## src/rtl/mem_port_arbiter.sv

```systemverilog
// Two-requester (icache/dcache) arbiter for a single shared memory port.
// One transaction in flight, round-robin on ties, sticky response-timeout flag.
package mem_port_arbiter_pkg;
    typedef struct packed {
        logic        valid;
        logic        we;
        logic [31:0] addr;
        logic [31:0] wdata;
    } memory_io_req32;

    typedef struct packed {
        logic        valid;
        logic [31:0] addr;
        logic [31:0] data;
    } memory_io_rsp32;
endpackage

module mem_port_arbiter
    import mem_port_arbiter_pkg::*;
#(
    parameter int TIMEOUT_CYCLES = 256
) (
    input  logic           clk,
    input  logic           reset,
    input  memory_io_req32 icache_req,
    output memory_io_rsp32 icache_rsp,
    input  memory_io_req32 dcache_req,
    output memory_io_rsp32 dcache_rsp,
    output memory_io_req32 mem_req,
    input  memory_io_rsp32 mem_rsp,
    output logic           busy,
    output logic           timeout_err
);
    typedef enum logic [1:0] {IDLE, WAIT_RSP, DRAIN} state_e;

    localparam logic [15:0] TO_LAST = 16'(TIMEOUT_CYCLES - 1);

    state_e         state_q, state_d;
    logic           owner_ic_q, owner_ic_d;   // 1: icache owns the transaction
    logic           last_ic_q, last_ic_d;     // 1: icache was granted last
    logic [31:0]    pend_addr_q, pend_addr_d;
    logic [15:0]    cnt_q, cnt_d;
    logic           terr_q, terr_d;
    memory_io_req32 mem_req_q, mem_req_d;
    memory_io_rsp32 icache_rsp_q, icache_rsp_d;
    memory_io_rsp32 dcache_rsp_q, dcache_rsp_d;

    logic           grant_ic;
    logic           rsp_match;
    memory_io_rsp32 rsp_out;

    always_ff @(posedge clk) begin
        if (reset) begin
            state_q      <= IDLE;
            owner_ic_q   <= 1'b0;
            last_ic_q    <= 1'b1;
            pend_addr_q  <= '0;
            cnt_q        <= '0;
            terr_q       <= 1'b0;
            mem_req_q    <= '0;
            icache_rsp_q <= '0;
            dcache_rsp_q <= '0;
        end else begin
            state_q      <= state_d;
            owner_ic_q   <= owner_ic_d;
            last_ic_q    <= last_ic_d;
            pend_addr_q  <= pend_addr_d;
            cnt_q        <= cnt_d;
            terr_q       <= terr_d;
            mem_req_q    <= mem_req_d;
            icache_rsp_q <= icache_rsp_d;
            dcache_rsp_q <= dcache_rsp_d;
        end
    end

    always_comb begin
        state_d      = state_q;
        owner_ic_d   = owner_ic_q;
        last_ic_d    = last_ic_q;
        pend_addr_d  = pend_addr_q;
        cnt_d        = cnt_q;
        terr_d       = terr_q;
        mem_req_d    = '0;
        icache_rsp_d = '0;
        dcache_rsp_d = '0;
        rsp_out      = '0;
        grant_ic     = icache_req.valid && (!dcache_req.valid || !last_ic_q);
        rsp_match    = mem_rsp.valid && (mem_rsp.addr == pend_addr_q);

        case (state_q)
            IDLE: begin
                if (icache_req.valid || dcache_req.valid) begin
                    mem_req_d       = grant_ic ? icache_req : dcache_req;
                    mem_req_d.valid = 1'b1;
                    pend_addr_d     = grant_ic ? icache_req.addr : dcache_req.addr;
                    owner_ic_d      = grant_ic;
                    last_ic_d       = grant_ic;
                    cnt_d           = '0;
                    state_d         = WAIT_RSP;
                end
            end
            WAIT_RSP: begin
                // A matching response wins over a timeout landing in the same cycle
                if (rsp_match || cnt_q == TO_LAST) begin
                    rsp_out.valid = 1'b1;
                    rsp_out.addr  = pend_addr_q;
                    rsp_out.data  = rsp_match ? mem_rsp.data : 32'h0;
                    terr_d        = terr_q | !rsp_match;
                    state_d       = DRAIN;
                    if (owner_ic_q) icache_rsp_d = rsp_out;
                    else            dcache_rsp_d = rsp_out;
                end else begin
                    cnt_d = cnt_q + 16'd1;
                end
            end
            DRAIN:   state_d = IDLE;
            default: state_d = IDLE;
        endcase
    end

    assign mem_req     = mem_req_q;
    assign icache_rsp  = icache_rsp_q;
    assign dcache_rsp  = dcache_rsp_q;
    assign busy        = (state_q != IDLE);
    assign timeout_err = terr_q;
endmodule

```

## config.mk

```make
export PLATFORM = sky130hd
export DESIGN_NAME = mem_port_arbiter
export DESIGN_NICKNAME = d
export VERILOG_FILES = /design/src/rtl/mem_port_arbiter.sv
export SDC_FILE = /design/constraint.sdc
export NUM_CORES = 1
export LEC_CHECK = 0
export CORE_AREA = 2 2 155 157
export DETAILED_ROUTE_END_ITERATION = 7
export DIE_AREA = 0 0 157 159
export MAX_ROUTING_LAYER = met4
export PLACE_DENSITY = 0.74
export SLEW_MARGIN = 20
export SYNTH_ARGS = -nofsm -noshare
export SYNTH_HDL_FRONTEND = slang
export SYNTH_SLANG_ARGS = --single-unit
```

## constraint.sdc

```tcl
create_clock -name clk -period 7.08 [get_ports clk]
set_input_delay 2.124 -clock clk [delete_from_list [all_inputs] [get_ports clk]]
set_output_delay 2.124 -clock clk [all_outputs]
set_load 0.01 [all_outputs]
```

* Word-level counts from Yosys, hierarchy flattened
Index checks and enable logic that the tools add are counted.
Widths: inputs -> output; s select.
** Storage, ports and cells
- Logic and storage cells :: 61
- Input bits :: 199
- Register bits after elaboration :: 249
- Output and inout bits :: 198
** Cells by class
- Bitwise gates (word level) :: 6
- Muxes and demuxes :: 12
- $add $sub $neg :: 1
- Equality and inequality tests :: 6
- Reductions and logical operators :: 20
** Operators with widths (count)
- $mux 65 :: 3
- $mux 66 :: 1
- $mux 32 :: 2
- $eq 32x32->1 :: 1
- $mux 16 :: 2
- $pmux 16 s2 :: 1
- $add 16x1->16 const B :: 1
- $eq 16x8->1 const B :: 1
- $reduce_or 4->1 :: 2
- $ne 2x2->1 const B :: 3
- $reduce_and 2->1 :: 3
- $reduce_or 3->1 :: 2
- $not 1->1 :: 5
- $mux 2 :: 2
- $pmux 2 s2 :: 1
- $reduce_bool 2->1 :: 2
- $logic_not 1->1 :: 3
- $logic_or 1x1->1 :: 3
- $reduce_and 3->1 :: 1
- $eq 2x1->1 const B :: 1
- $logic_and 1x1->1 :: 2
- $logic_not 2->1 :: 1
- $reduce_or 2->1 :: 1
- $or 1x1->1 :: 1

* Longest topological paths before layout
- Depth in word-level cells :: 5
- Depth in mapped cells :: 8

* Worst setup path after synthesis
Ideal clock, no wire load.
- Path kind :: input to register
- Start point :: input port mem_rsp[53] (netlist name)
- End point :: register dcache_rsp_q, in the netlist dcache_rsp[54]
- Setup slack :: 3075 ps
- Stages :: 8
- Data arrival time :: 3946 ps
- Setup time :: 59 ps
- Buffers on the path :: 2
- Cells stage by stage :: xnor2_1 -> nand2_1 -> or3b_1 -> or4_4 -> buf_6 -> a211oi_4 -> buf_6 -> and2_1
** Between the ends
- Cells in the longest elaborated chain, start to end :: 5
** Ends and longest elaborated chain
- start: declaration :: line 30 : input memory_io_rsp32 mem_rsp,
- $eq 32x32->1 :: line 88 : rsp_match = mem_rsp.valid && (mem_rsp.addr == pend_addr_q);
- $logic_and 1x1->1 :: line 88
- $logic_or 1x1->1 :: line 104 : if (rsp_match || cnt_q == TO_LAST) begin
- $not 1->1 (no line)
- $reduce_or 4->1 (no line)
- end signal: assignment :: line 72 : dcache_rsp_q <= dcache_rsp_d;
- end: declaration :: line 46 : memory_io_rsp32 dcache_rsp_q, dcache_rsp_d;
Every way passes these cells.
A chain may end at the register's enable or synchronous reset.

* Worst setup path in the final report
- Start point :: input port mem_rsp[58] (netlist name)
- End point :: register dcache_rsp_q, in the netlist dcache_rsp[3]
** Between the ends
- Cells in the longest elaborated chain, start to end :: 5
- Elaborated cells between the ends (all ways) :: 6
** Ends and longest elaborated chain (line)
- $eq 32x32->1 * :: 88
- $logic_and 1x1->1 * :: 88
- $logic_or 1x1->1 :: 104
- $not 1->1 (no line)
- $reduce_or 4->1 (no line)
Every way passes the cells marked *; elsewhere a longest branch is shown, timed or not.

==> results.md <==
* Hold slack at 0.472 ns
* Final setup violation count at 0
* Crit Path Max Fanout at 32
* Ports at 397
* Total CTS buffers at 26
* Number of global-route vias before repair at 7145
* Max cap viols at 0
* RSZ-0062 raised after global routing: no
* Reg-to-reg startpoint: pend_addr_q[25]
* Hold path start: timeout_err
* Final antenna-violating net count at 0
* Post-synth EDFFs at 0
* Area Overhead vs Synth at 60.2%
* Crit path launch type: primary input
* Chip height at 159 µm
* FMAX at 0.222 GHz
* Die width at 157 µm
* YS warnings at 0
* Tot GR Track Use at 21.7%
* Fin. max-slew vios at 0
* Latest clock arrival within the worst-skew pair at 0.54 ns
* CTS Hold Buffers Added at 0
* Clk root buf: clkbuf_16
* Seq cells post-synth at 249
* Clock sink count at 249
* Fraction of layout cells with a size suffix above 1 at 5.02%
* Worst Tran Pin Value at 1.11 ns
* Clock slew seen by the registers of the worst setup and hold paths at 0.06 ns
* Power Total at 3.22 mW
* Vias post-DR at 7302
* Setup CP Type: primary input to flop
* Crit path time final at 4.51 ns
* Detailed-route vias per instance at 4.69
* Setup TNS Final at 0 ns
* Post-layout util at 58.5%
* CP endpoint kind: flop
* Status: completed
* Asr flop ratio synth at 0%
* Setup WS pre-CTS at 1.85 ns
* Setup ws final at 2.57 ns
* Buffers on Ports at 396
* Die area at 25000 µm²
* Fin crit share at 63.7%
* First-iteration detailed-routing DRC count at 347
* Synth cell types at 50
* First-pass GRT wire length at 40400 µm
* Leakage power at 5.27 nW
* Register area share after synthesis at 58.9%
* Clock Skew at 0.0274 ns
* Worst min path class: flop to flop
* TritonCTS clock tree: built
* Post-route DRC at 0
* Remaining Overflow, GRT at 0
* CTS H-tree depth at 1
* CTS resizes at 0
* Max-slew headroom at 25.6%
* PD cells at 237 nW/µm²
* WL/cell at 17.7 µm
* WP data arrival at 4.97 ns
* Synth Flop Type: dfxtp_1
* Core box area at 23200 µm²
* Post-CTS Setup Inserts at 0
* Initial antenna violation count at 1
* Rows at 56
* Worst Setup SP: mem_rsp[58]
* Routed wire length at 27500 µm
* Largest net degree at the start of global routing at 67
* Worst EP required at 7.54 ns
* Initial core utilization at 36.5%
* Final hold viol count at 0
* Post-layout nets at 1417
* Drt pass-1 iters at 4
* Synth Cell Area at 8470 µm²
* Post-DP HPWL at 20800 µm
* Syn nets at 1035
* Synth Instances at 835
* GP Congestion at 0.937
* Avg Inst Size Synth at 10.1 µm²
* Max Root-Sink Buffers at 3
* Worst IR drop on VDD at 0.000167 V
-- synth_stat cells, types with 5 or more instances --
master    number  share of area [%]
buf_1          9               0.40
inv_1          6               0.27
nor2_1        73                3.2
and2_1       129                9.5
o211ai_1       9               0.80
nor4_1        15                1.1
nand3_1       14               0.83
clkbuf_1      32                1.4
dfxtp_1      249                 59
a21oi_1       39                2.3
a211oi_1      33                2.9
mux2i_1       32                3.8
buf_6          7               0.93
a31oi_1        6               0.44
xor2_1        28                2.9
nand2_1       84                3.7
or4_1          8               0.71
o21ai_0        5               0.30
a21o_1         5               0.44
-- kinds of logic after synthesis --
| kind of cell | Yosys count | synth area share, % |
|---|---|---|
| xor gates and xnor gates | 32 | 3.31 |
| adders and majority gates | 1 | 0.148 |
| DFF | 249 | 58.9 |
| muxes | 32 | 3.78 |
| and+or+nand+nor | 353 | 21.7 |
| buffers and inverters | 55 | 3.07 |
| AOI/OAI and AO/OA | 113 | 9.09 |
-- flip-flops by register name, indices dropped and copies added, names as in the netlist --
signal,cells
mem_req,66
dcache_rsp,65
icache_rsp,65
pend_addr_q,32
cnt_q,16
state_q,2
last_ic_q,1
owner_ic_q,1
timeout_err,1
-- worst paths after layout --
kind                                      end  cells past startpoint  slack [ns]
worst min register to register    timeout_err                      2        0.47
worst max register to register  dcache_rsp[3]                      6        4.19
worst max-delay path            dcache_rsp[3]                      7        2.57
worst min-delay path              timeout_err                      2        0.47
-- layout by cell type (no fill, tap or decap), drive strengths merged, types with 28 or more instances in the layout --
| master | n |
|---|---|
| a211oi | 36 |
| a21oi | 39 |
| and2 | 129 |
| clkbuf | 39 |
| clkdlybuf4s50 | 395 |
| dfxtp | 249 |
| mux2i | 32 |
| nand2 | 84 |
| nor2 | 73 |
| xor2 | 28 |
-- final cells by class --
| class | count | area, µm² |
|---|---|---|
| Antenna cell | 1 | 2.50 |
| Tap cell | 319 | 399 |
| Timing Repair Buffer | 403 | 4020 |
| Multi-Input combinational cell | 531 | 3250 |
| Sequential cell | 249 | 4980 |
| Fill cell | 1973 | 9630 |
| Inverter | 6 | 22.5 |
| Clock inverter | 8 | 109 |
| Clock buffer | 39 | 779 |
-- per-stage QoR --
stage | instances | area [µm²]
after detailed placement | 1507 | 12700
after global routing | 1556 | 13600
after global placement | 1507 | 12700
final | 1556 | 13600
after CTS | 1554 | 13500
after floorplan | 835 | 8470
-- metal layers --
| metal | global-route usage, % | wire (µm) |
|---|---|---|
| met1 | 23.7 | 10600 |
| met2 | 38.5 | 13800 |
| met3 | 4.35 | 2160 |
| met4 | 8.42 | 925 |
| met5 | - | 0 |
-- critical path, stage by stage --
cell             delay (ns)
clkdlybuf4s50_1        0.43
xnor2_1                0.23
nand2_1                0.09
or3b_1                 0.38
or4_4                  0.62
nor3_4                 0.82
and2_1                 0.25
-- power breakdown --
group | leakage, nW | switching (mW) | total [mW] | internal [mW]
Clock | 0.439 | 0.553 | 1.39 | 0.833
Combinational | 2.80 | 0.160 | 0.351 | 0.191
Sequential | 2.02 | 0.0369 | 1.48 | 1.45
Total | 5.27 | 0.750 | 3.22 | 2.47
(Power assumes the default switching activity.)
